$ cat src/rtl/mac_pkg.sv
// Shared definitions for the product accumulator slice.
//   state_e : accumulator FSM states (ACC collecting beats, HOLD presenting a result)
//   PROD_W  : width of one product from the 4x4 multiplier stage
package mac_pkg;

  localparam int PROD_W = 8;

  typedef enum logic {
    ACC  = 1'b0,
    HOLD = 1'b1
  } state_e;

endpackage

$ cat src/rtl/prod_accumulator_if.sv
// Handshake bundle between the product source, the accumulator and the result sink.
//   in_valid/in_ready/in_prod/in_last     : product stream into the accumulator
//   out_valid/out_ready/out_sum/out_count/out_ovf : group result stream out
// master : drives the product stream and consumes the result (testbench / upstream)
// slave  : the accumulator itself
interface prod_accumulator_if #(
  parameter int ACC_W = 16,
  parameter int CNT_W = 8
);
  import mac_pkg::*;

  logic              in_valid;
  logic              in_ready;
  logic [PROD_W-1:0] in_prod;
  logic              in_last;
  logic              out_valid;
  logic              out_ready;
  logic [ACC_W-1:0]  out_sum;
  logic [CNT_W-1:0]  out_count;
  logic              out_ovf;

  modport master (
    output in_valid, in_prod, in_last, out_ready,
    input  in_ready, out_valid, out_sum, out_count, out_ovf
  );

  modport slave (
    input  in_valid, in_prod, in_last, out_ready,
    output in_ready, out_valid, out_sum, out_count, out_ovf
  );

endinterface

$ cat src/rtl/acc_adder.sv
// W-bit adder with carry-out, built as a Kogge-Stone parallel prefix tree.
//   a, b : addends
//   sum  : (a + b) mod 2^W
//   cout : carry out of bit W-1
// Cells: pass (i < D), GREY (D <= i < 2D, lower span already reaches bit 0 so
// only the generate term is needed) and BLACK (full generate/propagate merge).
module acc_adder #(
  parameter int W = 16
) (
  input  logic [W-1:0] a,
  input  logic [W-1:0] b,
  output logic [W-1:0] sum,
  output logic         cout
);

  localparam int L = $clog2(W);

  logic [L:0][W-1:0] g;
  logic [L:0][W-1:0] pp;
  logic              unused_pp;

  assign g[0]  = a & b;
  assign pp[0] = a ^ b;

  for (genvar lv = 0; lv < L; lv++) begin : g_lvl
    localparam int D = 1 << lv;
    for (genvar i = 0; i < W; i++) begin : g_bit
      if (i < D) begin : g_pass
        assign g[lv+1][i]  = g[lv][i];
        assign pp[lv+1][i] = pp[lv][i];
      end else if (i < 2*D) begin : g_grey
        assign g[lv+1][i]  = g[lv][i] | (pp[lv][i] & g[lv][i-D]);
        assign pp[lv+1][i] = pp[lv][i];
      end else begin : g_black
        assign g[lv+1][i]  = g[lv][i] | (pp[lv][i] & g[lv][i-D]);
        assign pp[lv+1][i] = pp[lv][i] & pp[lv][i-D];
      end
    end
  end

  // After L levels g[L][i] is the carry out of bits [i:0] (no carry-in).
  assign sum  = pp[0] ^ {g[L][W-2:0], 1'b0};
  assign cout = g[L][W-1];

  // Propagate terms past the grey cells are never consumed; fold them here.
  assign unused_pp = ^pp;

endmodule

$ cat src/rtl/prod_accumulator.sv
// Accumulates a group of 8-bit products and presents the group total.
//   clk, rst : clock, synchronous active-high reset
//   bus      : slave side of prod_accumulator_if
//              in_*  : product beats, in_last closes a group
//              out_* : sum (mod 2^ACC_W), beat count, sticky overflow
// A group closes on in_last or when it reaches MAX_LEN beats. The result is
// held until taken; the handshake cycle itself accepts no input beat.
module prod_accumulator
  import mac_pkg::*;
#(
  parameter int ACC_W   = 16,
  parameter int MAX_LEN = 15,
  parameter int CNT_W   = 8
) (
  input  logic           clk,
  input  logic           rst,
  prod_accumulator_if.slave bus
);

  state_e           state_q, state_d;
  logic [ACC_W-1:0] acc_q,   acc_d;
  logic [CNT_W-1:0] cnt_q,   cnt_d;
  logic             ovf_q,   ovf_d;

  logic [ACC_W-1:0] add_sum;
  logic             add_cout;
  logic [CNT_W-1:0] cnt_inc;
  logic             accept;
  logic             close;

  acc_adder #(.W(ACC_W)) u_add (
    .a    (acc_q),
    .b    (ACC_W'(bus.in_prod)),
    .sum  (add_sum),
    .cout (add_cout)
  );

  assign cnt_inc = cnt_q + 1'b1;
  assign accept  = bus.in_valid && (state_q == ACC);
  assign close   = accept && (bus.in_last || (cnt_inc == CNT_W'(MAX_LEN)));

  // State register
  always_ff @(posedge clk) begin
    if (rst) begin
      state_q <= ACC;
      acc_q   <= '0;
      cnt_q   <= '0;
      ovf_q   <= 1'b0;
    end else begin
      state_q <= state_d;
      acc_q   <= acc_d;
      cnt_q   <= cnt_d;
      ovf_q   <= ovf_d;
    end
  end

  // Next state and datapath
  always_comb begin
    state_d = state_q;
    acc_d   = acc_q;
    cnt_d   = cnt_q;
    ovf_d   = ovf_q;
    unique case (state_q)
      ACC: begin
        if (accept) begin
          acc_d = add_sum;
          cnt_d = cnt_inc;
          ovf_d = ovf_q | add_cout;
          if (close) state_d = HOLD;
        end
      end
      HOLD: begin
        if (bus.out_ready) begin
          state_d = ACC;
          acc_d   = '0;
          cnt_d   = '0;
          ovf_d   = 1'b0;
        end
      end
      default: state_d = ACC;
    endcase
  end

  // Outputs: pure decode of registered state, no path from out_ready.
  always_comb begin
    bus.in_ready  = (state_q == ACC);
    bus.out_valid = (state_q == HOLD);
    bus.out_sum   = acc_q;
    bus.out_count = cnt_q;
    bus.out_ovf   = ovf_q;
  end

endmodule

$ cat src/flat_wrapper.sv
// flat-port wrapper written by rule: the top's interface ports become plain ports
module prod_accumulator_flat import mac_pkg::*;
#(
  parameter int ACC_W   = 16,
  parameter int MAX_LEN = 15,
  parameter int CNT_W   = 8
)
  (clk, rst, bus_in_valid, bus_in_prod, bus_in_last, bus_out_ready, bus_in_ready, bus_out_valid, bus_out_sum, bus_out_count, bus_out_ovf);
  prod_accumulator_if #(.ACC_W(ACC_W), .CNT_W(CNT_W)) bus_i ();
  input  logic clk;
  input  logic rst;
  input wire logic [$bits(bus_i.in_valid)-1:0] bus_in_valid;
  input wire logic [$bits(bus_i.in_prod)-1:0] bus_in_prod;
  input wire logic [$bits(bus_i.in_last)-1:0] bus_in_last;
  input wire logic [$bits(bus_i.out_ready)-1:0] bus_out_ready;
  output wire logic [$bits(bus_i.in_ready)-1:0] bus_in_ready;
  output wire logic [$bits(bus_i.out_valid)-1:0] bus_out_valid;
  output wire logic [$bits(bus_i.out_sum)-1:0] bus_out_sum;
  output wire logic [$bits(bus_i.out_count)-1:0] bus_out_count;
  output wire logic [$bits(bus_i.out_ovf)-1:0] bus_out_ovf;
  assign bus_i.in_valid = bus_in_valid;
  assign bus_i.in_prod = bus_in_prod;
  assign bus_i.in_last = bus_in_last;
  assign bus_i.out_ready = bus_out_ready;
  assign bus_in_ready = bus_i.in_ready;
  assign bus_out_valid = bus_i.out_valid;
  assign bus_out_sum = bus_i.out_sum;
  assign bus_out_count = bus_i.out_count;
  assign bus_out_ovf = bus_i.out_ovf;
  prod_accumulator #(.ACC_W(ACC_W), .MAX_LEN(MAX_LEN), .CNT_W(CNT_W)) u_core (.clk(clk), .rst(rst), .bus(bus_i));
endmodule
$ cat config.mk
export PLATFORM = sky130hd
export DESIGN_NAME = prod_accumulator_flat
export DESIGN_NICKNAME = d
export VERILOG_FILES = /design/src/rtl/mac_pkg.sv /design/src/rtl/prod_accumulator_if.sv /design/src/rtl/acc_adder.sv /design/src/rtl/prod_accumulator.sv /design/src/flat_wrapper.sv
export SDC_FILE = /design/constraint.sdc
export NUM_CORES = 1
export LEC_CHECK = 0
export CORE_ASPECT_RATIO = 0.8
export CORE_MARGIN = 4
export CORE_UTILIZATION = 48
export DETAILED_ROUTE_END_ITERATION = 7
export GPL_ROUTABILITY_DRIVEN = 1
export HOLD_SLACK_MARGIN = 0.03
export PLACE_DENSITY_LB_ADDON = 0.1
export SYNTH_ARGS = -nofsm -noshare
export SYNTH_HDL_FRONTEND = slang
export SYNTH_SLANG_ARGS = --single-unit
$ cat constraint.sdc
create_clock -name clk -period 2.9 [get_ports clk]
set_input_delay 0.58 -clock clk [delete_from_list [all_inputs] [get_ports clk]]
set_output_delay 0.58 -clock clk [all_outputs]
set_load 0.01 [all_outputs]
# Yosys cells after proc, flatten, opt, wreduce, memory -nomap -nowiden
# Index checks and enable logic that the tools add are counted.
word_totals:
  register_bits: 26
  latchBits: 0
  ram_bits: 0
  mem_bits_ro: 0
  in_bits: 13
  output_inout_bits: 27
  word_cells: 162
  n_memories: 0
classes:
  addsub: 1
  multipliers: 0
  div_mod_pow: 0
  order_cmp: 0
  n_eq_ne: 3
  shifts: 0
  n_mux: 13
  bitwise: 137
  n_reduce_logical: 4
op_table:
  columns: ["operator", "n"]
  rows:
  - ["$and 1x1->1", 83]
  - ["$or 1x1->1", 50]
  - ["$mux 16", 2]
  - ["$pmux 16 s2", 1]
  - ["$and 16x8->16", 1]
  - ["$mux 8", 2]
  - ["$pmux 8 s2", 1]
  - ["$xor 16x16->16", 1]
  - ["$xor 16x8->16", 1]
  - ["$add 8x1->8 const B", 1]
  - ["$eq 8x4->1 const B", 1]
  - ["$mux 1", 5]
  - ["$pmux 1 s2", 2]
  - ["$logic_and 1x1->1", 2]
  - ["$ne 2x1->1 const B", 1]
  - ["$ne 2x2->1 const B", 1]
  - ["$reduce_and 2->1", 1]
  - ["$logic_or 1x1->1", 1]
  - ["$not 1->1", 1]

# Depth between registers and ports, before layout
depth:
  depth_word: 12
  depth_mapped: 8
  depth_no_buf: 8

# By module
# Synthesis repeated with hierarchy kept, for this count alone.
hier_totals:
  cells_unflattened: 229
  hier_area_um2: 1856.8
modules_own_cells:
  columns: ["module", "instances", "cells_each", "area_per_inst_um2", "seq_area_each_um2"]
  rows:
  - ["prod_accumulator", 1, 127, 1087.3, 520.5]
  - ["acc_adder", 1, 102, 769.5, 0.0]

# Worst setup path before layout
# OpenSTA, ideal clock, no wires.
synth_path:
  path_type: "input port to flip-flop"
  startpoint: "input port bus_in_prod[0]"
  endpoint: "register u_core.acc_q[14], in the netlist u_core.bus.out_sum[14]"
  setup_time_ps: 59
  arrival_time_ps: 2171
  required_ps: 2841
  path_slack_ps: 670
  stages: 8
  n_path_buf: 0
  path_cell_list: "ha_1 -> inv_1 -> fa_1 -> nand2b_1 -> a21oi_1 -> o21ai_1 -> or4_1 -> nand2_1"
synth_between:
  elab_chain_len: 10
synth_rtl:
  columns: ["item", "line", "rtl"]
  rows:
  - ["start, declared", "flat_wrapper.sv:13", "input wire logic [$bits(bus_i.in_prod)-1:0] bus_in_prod;"]
  - ["$and 16x8->16", "acc_adder.sv:22", "assign g[0] = a & b;"]
  - ["$and 1x1->1", "acc_adder.sv:32", "assign g[lv+1][i] = g[lv][i] | (pp[lv][i] & g[lv][i-D]);"]
  - ["$or 1x1->1", "acc_adder.sv:32", null]
  - ["$and 1x1->1", "acc_adder.sv:32", null]
  - ["$or 1x1->1", "acc_adder.sv:32", null]
  - ["$and 1x1->1", "acc_adder.sv:32", null]
  - ["$or 1x1->1", "acc_adder.sv:32", null]
  - ["$xor 16x16->16", "acc_adder.sv:42", "assign sum = pp[0] ^ {g[L][W-2:0], 1'b0};"]
  - ["$mux 16", "prod_accumulator.sv:65", "if (accept) begin"]
  - ["$pmux 16 s2", "prod_accumulator.sv:63", "unique case (state_q)"]
  - ["end signal, assigned", "prod_accumulator.sv:46", "acc_q <= '0;"]
  - ["end signal, assigned", "prod_accumulator.sv:51", "acc_q <= acc_d;"]
  - ["end, declared", "prod_accumulator.sv:21", "logic [ACC_W-1:0] acc_q, acc_d;"]
# No other way between the ends. The select of a mux whose other input is x is not followed.
# A chain may end at the register's enable or synchronous reset.

# Worst setup path after layout
# Ends and elaborated chain as after synthesis.

==> flow_metrics.py <==
metrics = {
    "clock_network": {
        "postCtsHoldBufs": 0,
        "cts_setup_buffers": 0,
        "cts.htree.levels": 1,
        "root_buffer": "clkbuf_8",
        "cts.sinks": 26,
        "clockBufferDepth": 2,
        "cts_resized": 0,
        "clk_pin_slew_ps": 90,
        "cts_tree": "built",
        "cts_made_buffers": 3,
        "clk_latency_ps": 270,
    },
    "sta": {
        "hold_violations": 0,
        "finalCritPeriodShare": 0.878,
        "clock_skew_ps": 4.82,
        "timing.final.crit_period_ps": 2550,
        "slew_headroom": 0.649,
        "slew_violations": 0,
        "rsz0062_at_grt": "false",
        "max_slew.worst_pin.slew_ps": 525,
        "setup_viol": 0,
        "fmax_mhz": 393,
        "setup_tns_ps": 0,
    },
    "worst_setup_path": {
        "cp.arrival_ps": 2770,
        "critPathCaptureType": "flip-flop",
        "critical_path_class": "in2reg",
        "cp.required_ps": 3120,
        "path_max_fanout": 5,
        "start_kind": "primary input",
    },
    "synthesis": {
        "synth_edf_count": 0,
        "synth_nets": 203,
        "synth_cells": 179,
        "synth_seq_area_share": 0.342,
        "synth.area.mux_share": 0.0205,
        "synth-compound-area-share": 0.244,
        "synth_warnings": 0,
        "avgSynthCellArea_um2": 8.51,
        "synth_area_um2": 1520,
        "yosys.area_share.simple": 0.222,
        "yosys.cell_types.count": 43,
        "synth_top_family_by_area": "compound AO/OA/AOI/OAI gates",
        "synth-seq-cells": 26,
        "synthAdderAreaFrac": 0.0952,
        "synth_top_cell_area_share": 0.342,
        "ys.flop_type": "dfxtp_1",
        "yosys-top-cells-area": "dfxtp_1 34%, ha_1 8.2%, a21oi_1 5.9%, nor2_1 4.2%, xnor2_1 4.0%",
        "synthXorXnorAreaFrac": 0.0460,
        "synth_top_area_cell": "dfxtp_1",
        "synthArstFlopShare": 0,
    },
    "power_and_ir_drop": {
        "power.share.switching": 0.294,
        "powerDensity_nw_per_um2": 429,
        "p_total_uw": 873,
        "leakage_nw": 0.760,
        "p_clk_frac": 0.268,
        "intPower_uw": 616,
        "p_seq_frac": 0.450,
        "vdd.ir_drop.worst_uv": 243,
        "combPwrFrac": 0.282,
        "p_sw_uw": 257,
    },
    "routing": {
        "routed_wl_mm": 3.75,
        "first_pass_iters": 4,
        "routedWlPerCell_um": 14.4,
        "vias": 1504,
        "drt-initial-drc-count": 83,
        "ant_nets": 0,
        "drc": 0,
        "vias_per_cell": 5.76,
    },
    "floorplanning": {
        "core_area_um2": 3060,
        "fp.dieH_um": 58.4,
        "ios": 40,
        "rows": 18,
        "chipWidth_um": 71.0,
        "start_util": 0.498,
        "dieArea_um2": 4150,
    },
    "final_layout": {
        "syn2layout_area_growth_pct": 33.4,
        "fill_cells": 266,
        "drive_gt1_frac": 0.0543,
        "mostFrequentLayoutCells": "39 x clkdlybuf4s50_1, 26 x dfxtp_1, 18 x a21oi_1",
        "diodes": 0,
        "final_common_cell": "clkdlybuf4s50_1",
        "fin_cells": 261,
        "nNetsFinal": 246,
    },
    "place": {
        "routabilityCongestion": 0.829,
        "placed_cells_incl_taps": 257,
        "dpl.hpwl_mm": 2.76,
        "port_buffers": 39,
    },
    "global_route": {
        "grt_max_degree": 17,
        "first_global_vias": 1392,
        "antenna_found_initial": 0,
        "grt_pass1_wl_mm": 6.42,
        "gr-usage-all-layers": 0.190,
        "grt_overflow_total": 0,
    },
    "hold_path": {
        "hold_class": "reg2reg",
    },
    "outcome": {
        "outcome": "complete, no violations",
    },
    "job": {
        "drv_cap": 0,
    },
}
critical path: stages:
cell             delay [ps]
clkdlybuf4s50_1         460
ha_1                    180
inv_1                    60
fa_1                    370
nand2b_1                190
a21oi_1                 190
o21ai_1                 180
or4_1                   490
nand2_1                  70
routing by layer:
metal	wire length (um)	vias up	GRT usage	share of wire
met5	0	-	0	0
met4	11	0	0.0268	0.0029
met3	265	2	0.0495	0.071
met2	1690	51	0.312	0.45
met1	1780	702	0.260	0.48
li1	-	749	-	-
final cells by class:
type,instances,area [um2],share of cell area
Tap cell,40,50.0,0.0246
Sequential cell,26,520,0.256
Inverter,6,22.5,0.0111
Timing Repair Buffer,44,428,0.210
Clock buffer,4,55.1,0.0271
Multi-Input combinational cell,141,957,0.471
Yosys cell counts, drive strengths merged, types with 2 or more instances:
master   n
and3     2
a32o     4
nand4    3
o21ai    7
a22oi    2
mux2i    2
clkbuf   5
nand2   16
nor4     2
o211ai   5
nand2b   7
ha      10
dfxtp   26
xnor2    7
o22ai    2
a21oi   18
nor2b    2
nor2    17
o31ai    3
a41oi    2
a21o     2
nor4b    2
or4      3
inv      6
nand3   10
sequential cells by signal, summed over array words and instances, names as in the netlist:
register              cells
u_core.bus.out_ovf        1
u_core.bus.out_count      8
u_core.bus.out_valid      1
u_core.bus.out_sum       16
per-stage QoR:
stage	util	hold WS, ps	instance area [um2]	setup WS [ps]
floorplan	-	504	1520	670
detailed placement	0.646	476	1980	76.9
CTS	0.664	502	2030	357
global route	0.664	526	2030	186
global placement	0.646	477	1980	118
finish	0.664	493	2030	353
final timing paths:
check / startpoint / to / slack, ps / cells past startpoint
hold reg to reg: u_core.bus.out_sum[5] / u_core.bus.out_sum[5] / 490 / 2
hold / removal: u_core.bus.out_sum[5] / u_core.bus.out_sum[5] / 490 / 2
setup reg to reg: u_core.bus.out_sum[0] / u_core.bus.out_sum[14] / 720 / 8
setup / recovery: bus_in_prod[0] / u_core.bus.out_sum[14] / 350 / 9
power groups by stage:
stage / clock network, mW / registers [mW] / logic (mW)
2_1_floorplan: 0 / 0.407 / 0.151
3_3_place_gp: 0 / 0.400 / 0.242
3_5_place_dp: 0 / 0.401 / 0.246
4_1_cts: 0.241 / 0.393 / 0.246
5_1_grt: 0.258 / 0.397 / 0.271
6_report: 0.234 / 0.393 / 0.246
kinds of logic (layout without fill, tap and decap cells):
family / count (synthesis) / in the layout
AO/OA/AOI/OAI: 51 / 51
buffers and inverters: 12 / 54
XOR/XNOR: 8 / 8
flip-flops: 26 / 26
multiplexers: 3 / 3
adder cells (fa/ha/maj): 11 / 11
AND/OR/NAND/NOR: 68 / 68
(Power assumes the default switching activity.)
